## src/rtl/input_conditioner_pkg.sv

```systemverilog
// Shared constants, sizing helper and event payload type for the input conditioner.
// The event payload is sized by WIDTH_DEF; the top rejects any other WIDTH at elaboration.
package input_conditioner_pkg;

  localparam int WIDTH_DEF     = 8;
  localparam int DB_CYCLES_DEF = 1024;
  localparam int GLITCH_CNT_W  = 8;

  function automatic int clog2(input int value);
    int r;
    r = 0;
    while ((1 << r) < value) r++;
    return r;
  endfunction

  typedef struct packed {
    logic [WIDTH_DEF-1:0] data;
    logic [WIDTH_DEF-1:0] rise;
    logic [WIDTH_DEF-1:0] fall;
  } evt_t;

endpackage

```

## src/rtl/input_conditioner_debounce_bit.sv

```systemverilog
// One-bit two-flop synchroniser plus consecutive-cycle debounce counter and level flop.
// The glitch port exists only when INPUT_GLITCH_COUNT_EN is defined.
module debounce_bit
  import input_conditioner_pkg::*;
#(
  parameter int DB_CYCLES = DB_CYCLES_DEF
) (
  input  logic clk,
  input  logic rst,
  input  logic din,
  output logic level,
  output logic level_next
`ifdef INPUT_GLITCH_COUNT_EN
  ,
  output logic glitch
`endif
);

  localparam int CW = clog2(DB_CYCLES);
  localparam logic [CW-1:0] CNT_MAX = CW'(DB_CYCLES - 1);

  logic          sync1;
  logic          sync2;
  logic [CW-1:0] cnt;
  logic [CW-1:0] cnt_next;

  always_comb begin
    level_next = level;
    cnt_next   = cnt;
    if (sync2 == level) begin
      cnt_next = '0;
    end else if (cnt == CNT_MAX) begin
      level_next = sync2;
      cnt_next   = '0;
    end else begin
      cnt_next = cnt + 1'b1;
    end
  end

`ifdef INPUT_GLITCH_COUNT_EN
  // A mismatch that collapsed before reaching the threshold.
  assign glitch = (sync2 == level) && (cnt != '0);
`endif

  always_ff @(posedge clk or posedge rst) begin
    if (rst) begin
      sync1 <= 1'b0;
      sync2 <= 1'b0;
      cnt   <= '0;
      level <= 1'b0;
    end else begin
      sync1 <= din;
      sync2 <= sync1;
      cnt   <= cnt_next;
      level <= level_next;
    end
  end

endmodule

```

## src/rtl/input_conditioner.sv

```systemverilog
// Debounced input front end: per-bit conditioning plus a change-event register with valid/ready.
// Define INPUT_GLITCH_COUNT_EN to build the saturating rejected-glitch counter.
module input_conditioner
  import input_conditioner_pkg::*;
#(
  parameter int WIDTH     = WIDTH_DEF,
  parameter int DB_CYCLES = DB_CYCLES_DEF
) (
  input  logic                    clk,
  input  logic                    rst,
  input  logic [WIDTH-1:0]        din,
  output logic [WIDTH-1:0]        level,
  output logic                    evt_valid,
  input  logic                    evt_ready,
  output logic [WIDTH-1:0]        evt_data,
  output logic [WIDTH-1:0]        evt_rise,
  output logic [WIDTH-1:0]        evt_fall,
  output logic                    overrun,
  input  logic                    ovf_clr,
  output logic [GLITCH_CNT_W-1:0] glitch_cnt
);

  if (DB_CYCLES < 2) begin : g_bad_db_cycles
    $error("input_conditioner: DB_CYCLES must be >= 2");
  end
  if (WIDTH != WIDTH_DEF) begin : g_bad_width
    $error("input_conditioner: WIDTH must match the packaged event payload width");
  end

  logic [WIDTH-1:0] level_next;
`ifdef INPUT_GLITCH_COUNT_EN
  logic [WIDTH-1:0] glitch;
`endif

  for (genvar i = 0; i < WIDTH; i++) begin : g_bit
    debounce_bit #(
      .DB_CYCLES (DB_CYCLES)
    ) u_db (
      .clk        (clk),
      .rst        (rst),
      .din        (din[i]),
      .level      (level[i]),
      .level_next (level_next[i])
`ifdef INPUT_GLITCH_COUNT_EN
      ,
      .glitch     (glitch[i])
`endif
    );
  end

  logic             chg;
  logic             xfer;
  logic [WIDTH-1:0] rise_new;
  logic [WIDTH-1:0] fall_new;
  evt_t             evt_q;

  assign chg      = level_next != level;
  assign rise_new = level_next & ~level;
  assign fall_new = ~level_next & level;
  assign xfer     = evt_valid & evt_ready;

  always_ff @(posedge clk or posedge rst) begin
    if (rst) begin
      evt_valid <= 1'b0;
      evt_q     <= '0;
      overrun   <= 1'b0;
    end else if (chg && evt_valid && !xfer) begin
      // Consumer stalled: fold the new change into the pending event.
      evt_q.data <= level_next;
      evt_q.rise <= evt_q.rise | rise_new;
      evt_q.fall <= evt_q.fall | fall_new;
      overrun    <= 1'b1;
    end else begin
      if (ovf_clr) overrun <= 1'b0;
      if (chg) begin
        evt_q     <= '{data: level_next, rise: rise_new, fall: fall_new};
        evt_valid <= 1'b1;
      end else if (xfer) begin
        evt_valid <= 1'b0;
      end
    end
  end

  assign evt_data = evt_q.data;
  assign evt_rise = evt_q.rise;
  assign evt_fall = evt_q.fall;

`ifdef INPUT_GLITCH_COUNT_EN
  logic [GLITCH_CNT_W-1:0] glitch_q;

  always_ff @(posedge clk or posedge rst) begin
    if (rst) begin
      glitch_q <= '0;
    end else if ((|glitch) && (glitch_q != '1)) begin
      glitch_q <= glitch_q + 1'b1;
    end
  end

  assign glitch_cnt = glitch_q;
`else
  assign glitch_cnt = '0;
`endif

endmodule

```

## config.mk

```make
export PLATFORM = sky130hd
export DESIGN_NAME = input_conditioner
export DESIGN_NICKNAME = d
export VERILOG_FILES = /design/src/rtl/input_conditioner_pkg.sv /design/src/rtl/input_conditioner_debounce_bit.sv /design/src/rtl/input_conditioner.sv
export SDC_FILE = /design/constraint.sdc
export NUM_CORES = 1
export LEC_CHECK = 0
export ABC_CLOCK_PERIOD_IN_PS = 6400
export BUFFER_PORTS_ARGS = -buffer_cell sky130_fd_sc_hd__buf_2
export CELL_PAD_IN_SITES_DETAIL_PLACEMENT = 0
export CELL_PAD_IN_SITES_GLOBAL_PLACEMENT = 1
export CORE_MARGIN = 1
export CORE_UTILIZATION = 25
export DETAILED_ROUTE_END_ITERATION = 8
export HOLD_SLACK_MARGIN = 0.1
export PLACE_DENSITY = 0.52
export RECOVER_POWER = 25
export SETUP_SLACK_MARGIN = 0.05
export SLEW_MARGIN = 25
export SYNTH_ARGS = -nofsm -noshare
export SYNTH_HDL_FRONTEND = slang
export SYNTH_SLANG_ARGS = --single-unit
export TNS_END_PERCENT = 5
```

## constraint.sdc

```tcl
create_clock -name clk -period 6.4 [get_ports clk]
set_clock_uncertainty 0.1 [all_clocks]
set_input_delay 1.92 -clock clk [delete_from_list [all_inputs] [get_ports clk]]
set_output_delay 1.92 -clock clk [all_outputs]
set_load 0.02 [all_outputs]
```

== Word level (Yosys, flattened, before mapping) ==
Cells that the tools add are included.

* Flip-flop bits (word level): 130
* Input bits: 12
* Output and inout bits: 42
* Logic and storage cells: 115

* Add/sub/neg operators: 8
* Eq/ne operators: 17
* Muxes and demuxes: 38
* Bitwise logic cells: 8
* Reduce and logical (&&, ||, !) cells: 7

{| class="wikitable"
|+ Operators with widths
! operator !! number
|-
| $mux W10 || 16
|-
| $add A10 B1 Y10 const B || 8
|-
| $eq A10 B10 Y1 const B || 8
|-
| $mux W24 || 2
|-
| $mux W1 || 20
|-
| $and A8 B8 Y8 || 2
|-
| $not A8 Y8 || 2
|-
| $or A8 B8 Y8 || 2
|-
| $eq A1 B1 Y1 || 8
|-
| $ne A8 B8 Y1 || 1
|-
| $reduce_bool A2 Y1 || 3
|-
| $logic_and A1 B1 Y1 || 2
|-
| $reduce_and A2 Y1 || 1
|-
| $and A1 B1 Y1 || 1
|-
| $logic_not A1 Y1 || 1
|-
| $not A1 Y1 || 1
|}

== Longest topological paths before layout ==
* Depth in word-level cells: 8
* Mapped depth: 10
* Depth with buffers taken out: 8

== Cells and area by module ==
Synthesis repeated with hierarchy kept, for this count alone.

* Cells, all modules: 553
* Area, all modules: 6112.1 sq um

{| class="wikitable"
|+ By module, submodules not included
! module !! times used !! cells an instance !! area an instance (sq um) !! sequential area each (sq um)
|-
| debounce_bit || 8 || 56 || 600.6 || 325.3
|-
| input_conditioner || 1 || 105 || 1307.5 || 650.6
|}

== Worst setup path before layout ==
OpenSTA, ideal clock, no wires.

* Path type: input -> register
* From: in evt_ready
* To: reg evt_q, in the netlist evt_fall[0]
* Library setup time: 66 ps
* Data arrival time: 2652 ps
* Data required time: 6234 ps
* Path slack: 3582 ps
* Cell stages on the path: 4
* Buffers on the path: 1
* Cells stage by stage: nand2b_1 > o21ai_1 > buf_2 > a22o_1

* Cells in the longest elaborated chain, start to end: 4
* Elaborated cells on any way between the ends: 5
* Those cells by class: 1 x mux; 1 x bitwise; 3 x reduce/logical

{| class="wikitable"
|+ RTL lines
! what !! RTL line !! RTL
|-
| start, declared || input_conditioner.sv:14 || <nowiki>input logic evt_ready,</nowiki>
|-
| $and A1 B1 Y1 * || input_conditioner.sv:60 || <nowiki>assign xfer = evt_valid & evt_ready;</nowiki>
|-
| $logic_not A1 Y1 * || input_conditioner.sv:67 || <nowiki>end else if (chg && evt_valid && !xfer) begin</nowiki>
|-
| $logic_and A1 B1 Y1 * || input_conditioner.sv:67 ||
|-
| $mux W24 / $reduce_bool A2 Y1 (equally long branches) || - ||
|-
| end signal, assigned || input_conditioner.sv:76 || <nowiki>evt_q <= '{data: level_next, rise: rise_new, fall: fall_new};</nowiki>
|-
| end, declared || input_conditioner.sv:55 || <nowiki>evt_t evt_q;</nowiki>
|}

Every way passes the cells marked *; elsewhere a longest branch is shown, timed or not.
A chain may end at the register's enable or synchronous reset.

== Final worst setup path ==
* From: reg g_bit[2].u_db.cnt[0]
* To: reg evt_q, in the netlist evt_rise[6]

* Cells in the longest elaborated chain, start to end: 7
* Elaborated cells on any way between the ends: 8
* Those cells by class: 2 x eq/ne; 3 x mux; 3 x reduce/logical

{| class="wikitable"
|+ RTL lines
! what !! RTL line !! RTL
|-
| start, declared || input_conditioner_debounce_bit.sv:24 || <nowiki>logic [CW-1:0] cnt;</nowiki>
|-
| start signal, assigned || input_conditioner_debounce_bit.sv:54 || <nowiki>cnt <= cnt_next;</nowiki>
|-
| $eq A10 B10 Y1 * || input_conditioner_debounce_bit.sv:32 || <nowiki>end else if (cnt == CNT_MAX) begin</nowiki>
|-
| $mux W1 * || input_conditioner_debounce_bit.sv:32 ||
|-
| $mux W1 * || input_conditioner_debounce_bit.sv:30 || <nowiki>if (sync2 == level) begin</nowiki>
|-
| via g_bit[2].u_db.level_next || input_conditioner_debounce_bit.sv:12 || <nowiki>output logic level_next</nowiki>
|-
| $ne A8 B8 Y1 * || input_conditioner.sv:57 || <nowiki>assign chg = level_next != level;</nowiki>
|-
| $logic_and A1 B1 Y1 (2 in a row) || input_conditioner.sv:67 ||
|-
| $mux W24 / $reduce_bool A2 Y1 (equally long branches) || - ||
|}

Mark *: on every way through the listed nets, which the timed path passes. The rest lies on a longest branch.

==> key figures <==
Global route
  – Total congestion overflow: 0
  – Most utilized layer in the global route result: met2
  – Maximum number of pins on one net before global-route repair: 97
  – Global-route wire length before repair: about 22000 microns
  – Number of antenna violations at the first check in global routing: 0
  – Via count of the first global-routing pass: between 4000 and 5000
  – Total Routing Usage GR: 0.116
  – Met2 global-route usage: 0.171
  – Routing usage on met3: 0.0361
  – Met1 demand-to-capacity share in global routing: 0.154

Place
  – Routability congestion estimate from global placement: about 0.75
  – Cell total after placement: roughly 900
  – Post-DP HPWL: roughly 9100 microns
  – Total of buffers placed on input and output ports: 45

Clocking
  – Root cell of the clock tree: sky130_fd_sc_hd__clkbuf_16
  – Number of gates given a new drive strength after cts: 0
  – Number of clock sinks: 130
  – Number of hold buffers added after cts: 0
  – Buffer count from post-CTS setup fixing: 0
  – H-tree depth reported by CTS: 4
  – CTS tree: done
  – Deepest clock path buffer count: 2
  – Clock latency of the later-clocked register in the worst-skew pair: between 0.4 and 0.5 ns
  – Number of CTS-inserted buffers: 17
  – Clock transition at the register clock pins on the worst setup and hold paths after CTS: about 0.05 ns

Synth
  – Synth area leaders: sky130_fd_sc_hd__dfrtp_1, sky130_fd_sc_hd__ha_1, sky130_fd_sc_hd__o31ai_1
  – Ys flop type: sky130_fd_sc_hd__dfrtp_1
  – Most frequent cells after synthesis: sky130_fd_sc_hd__dfrtp_1, sky130_fd_sc_hd__nand2_1, sky130_fd_sc_hd__nor2_1
  – Cells after synthesis: about 560
  – Area of the mapped netlist: approximately 6000 sq um
  – Number of enable flip-flop cells after synthesis: 0
  – Most frequent cell after synthesis: sky130_fd_sc_hd__dfrtp_1
  – Synth warn: 0
  – Synth Area per Inst: 10.7 sq um
  – Share of the yosys chip area belonging to registers: 0.542
  – Count of distinct cell types in the synthesized netlist: 35
  – Fraction of registers with async set/reset: 1.00
  – Post-synthesis cell type with the largest combined area: sky130_fd_sc_hd__dfrtp_1
  – Post-synthesis sequential element count: 130
  – Synth top area share: 0.542

Die
  – Area inside the core boundary: between 20000 and 25000 sq um
  – Row count: between 50 and 60
  – Die area: between 20000 and 25000 sq um
  – Horizontal die dimension: ~160 microns
  – Die outline height: approximately 160 microns
  – Number of top-level pins: 54
  – Initial core utilization: 0.255

Detailed routing
  – Detailed router's first-iteration violation count: between 200 and 300
  – Drt first pass iters: 4
  – Count of antenna-violating nets left after detailed routing: 0
  – Routed Wire Length: 13100 microns
  – Routed via count: around 4300
  – Routed via count divided by cell count: roughly 4.6
  – Post-route DRC: 0
  – Mean routed wirelength per cell: 14.0 microns

Setup path
  – Critical path buffers and inverters: 0
  – Critical path launch point type: flip-flop
  – CP Cell Sequence: ha_1 -> nand3_1 -> or4_1 -> nand2_1 -> ha_1 -> nand4_1 -> or2_2 -> a22o_1
  – Stage delay of the slowest cell on the critical path: around 0.68 ns
  – WP data arrival: between 3 and 4 ns
  – Dominant delay contributor by cell family on the critical path: simple AND/OR/NAND/NOR gates
  – Slowest stage cell on the critical path: sky130_fd_sc_hd__or2_2
  – Data required, critical path: ~6.6 ns
  – Biggest fanout along the worst timing path: 24
  – Critical path's most frequent cell: sky130_fd_sc_hd__ha_1
  – Critical setup path kind: reg2reg
  – Worst setup EP type: flip-flop

Job
  – Maximum capacitance violations: 0

Timing
  – Crit path time final: about 3.3 ns
  – Measured slew at the worst slew-check pin: between 1 and 1.5 ns
  – Final period util: 0.522
  – Number of hold violations in the final report: 0
  – RSZ-0062 raised after global routing: false
  – F_max: roughly 300 MHz
  – Sum of negative setup slack: 0 ns
  – Max-slew violation total from the final report: 0
  – Slew Limit Headroom: 0.324
  – Final-report setup violation count: 0

Layout
  – Final net count: 646
  – Antenna Cells: 0
  – Fraction of final layout cells sized beyond drive strength 1: 0.127
  – Non-filler cells, final: between 900 and 1000
  – Layout area overhead: 16.9%

Run status
  – Run status: completed

Worst hold path
  – Worst min-delay path category: reg2reg

Power and ir drop
  – Power Density: between 200 and 300 nW/um^2
  – Worst IR drop on VDD: 0.136 mV
  – Static leakage: 3.05 nW
[final cells by class]
cell class,count,area [sq um]
Inverter,20,80.1
Clock inverter,6,82.6
Timing Repair Buffer,47,240
Tap cell,319,399
Sequential cell,130,3250
Clock buffer,24,462
Fill cell,2475,16500
Multi-Input combinational cell,394,2500
[layout by cell type, fill, tap and decap left out, types with 13 or more instances in the layout]
cell type                     n
sky130_fd_sc_hd__nand4_1     13
sky130_fd_sc_hd__nand3_1     33
sky130_fd_sc_hd__a22o_1      16
sky130_fd_sc_hd__inv_1       19
sky130_fd_sc_hd__clkbuf_16   17
sky130_fd_sc_hd__ha_1        24
sky130_fd_sc_hd__a21oi_1     39
sky130_fd_sc_hd__dfrtp_1    130
sky130_fd_sc_hd__o31ai_1     35
sky130_fd_sc_hd__o21ai_0     20
sky130_fd_sc_hd__buf_2       45
sky130_fd_sc_hd__xnor2_1     16
sky130_fd_sc_hd__nor2_1      41
sky130_fd_sc_hd__or3_1       19
sky130_fd_sc_hd__nand2_1     45
sky130_fd_sc_hd__xor2_1      24
sky130_fd_sc_hd__or4_1       25
[state kept, by name, summed over array words and instances (netlist names)]
name,cells
evt_data,8
evt_fall,8
evt_rise,8
evt_valid,1
g_bit.u_db.cnt,80
g_bit.u_db.level,8
g_bit.u_db.sync1,8
g_bit.u_db.sync2,8
overrun,1
[metal layers]
layer  wire [microns]  up-vias
li1                 -     2112
met1             6510     2085
met2             5820       68
met3              585       15
met4              214        0
met5                0        -
[logic make-up after synthesis]
group	share of synthesized area
other	0.000625
buffers and inverters	0.0398
XOR/XNOR	0.0583
flip-flops	0.542
AO/OA/AOI/OAI	0.134
AND/OR/NAND/NOR	0.176
adder cells (fa/ha/maj)	0.0500
[worst reg2reg max path, stage by stage (launching register included)]
cell,delay [ns]
sky130_fd_sc_hd__dfrtp_1,0.39
sky130_fd_sc_hd__ha_1,0.20
sky130_fd_sc_hd__nand3_1,0.25
sky130_fd_sc_hd__or4_1,0.65
sky130_fd_sc_hd__nand2_1,0.12
sky130_fd_sc_hd__ha_1,0.13
sky130_fd_sc_hd__nand4_1,0.40
sky130_fd_sc_hd__or2_2,0.68
sky130_fd_sc_hd__a22o_1,0.32
[power by group]
part	switching (W)	internal (W)
Combinational	0.0000433	0.0000184
Clock	0.000341	0.000577
Sequential	0.0000155	0.000840
Total	0.000400	0.00144
[through the flow]
| stage | total power (W) | utilization | worst slack (ns) | area (sq um) | hold WS (ns) |
|---|---|---|---|---|---|
| after floorplan | 0.000918 | - | 0.911 | 6030 | 0.231 |
| after detailed placement | 0.000935 | 0.277 | 3.03 | 6510 | 0.236 |
| final | 0.00184 | 0.298 | 3.06 | 7020 | 0.245 |
| after global placement | 0.000933 | 0.277 | 3.07 | 6510 | 0.234 |
| after global routing | 0.00192 | 0.298 | 2.82 | 7020 | 0.256 |
| after CTS | 0.00187 | 0.300 | 3.01 | 7060 | 0.248 |
[worst paths after layout]
kind                                       from                   end  slack, ns  cells after the start
min in group asynchronous                   rst  g_bit[1].u_db.cnt[2]       1.59                      2
max in group asynchronous                   rst  g_bit[6].u_db.cnt[4]       3.59                      3
hold reg to reg             g_bit[4].u_db.sync1   g_bit[4].u_db.sync2       0.24                      0
setup / recovery           g_bit[2].u_db.cnt[0]           evt_rise[6]       3.06                      8
hold / removal              g_bit[4].u_db.sync1   g_bit[4].u_db.sync2       0.24                      0
setup reg to reg           g_bit[2].u_db.cnt[0]           evt_rise[6]       3.06                      8
(Power assumes the default switching activity.)
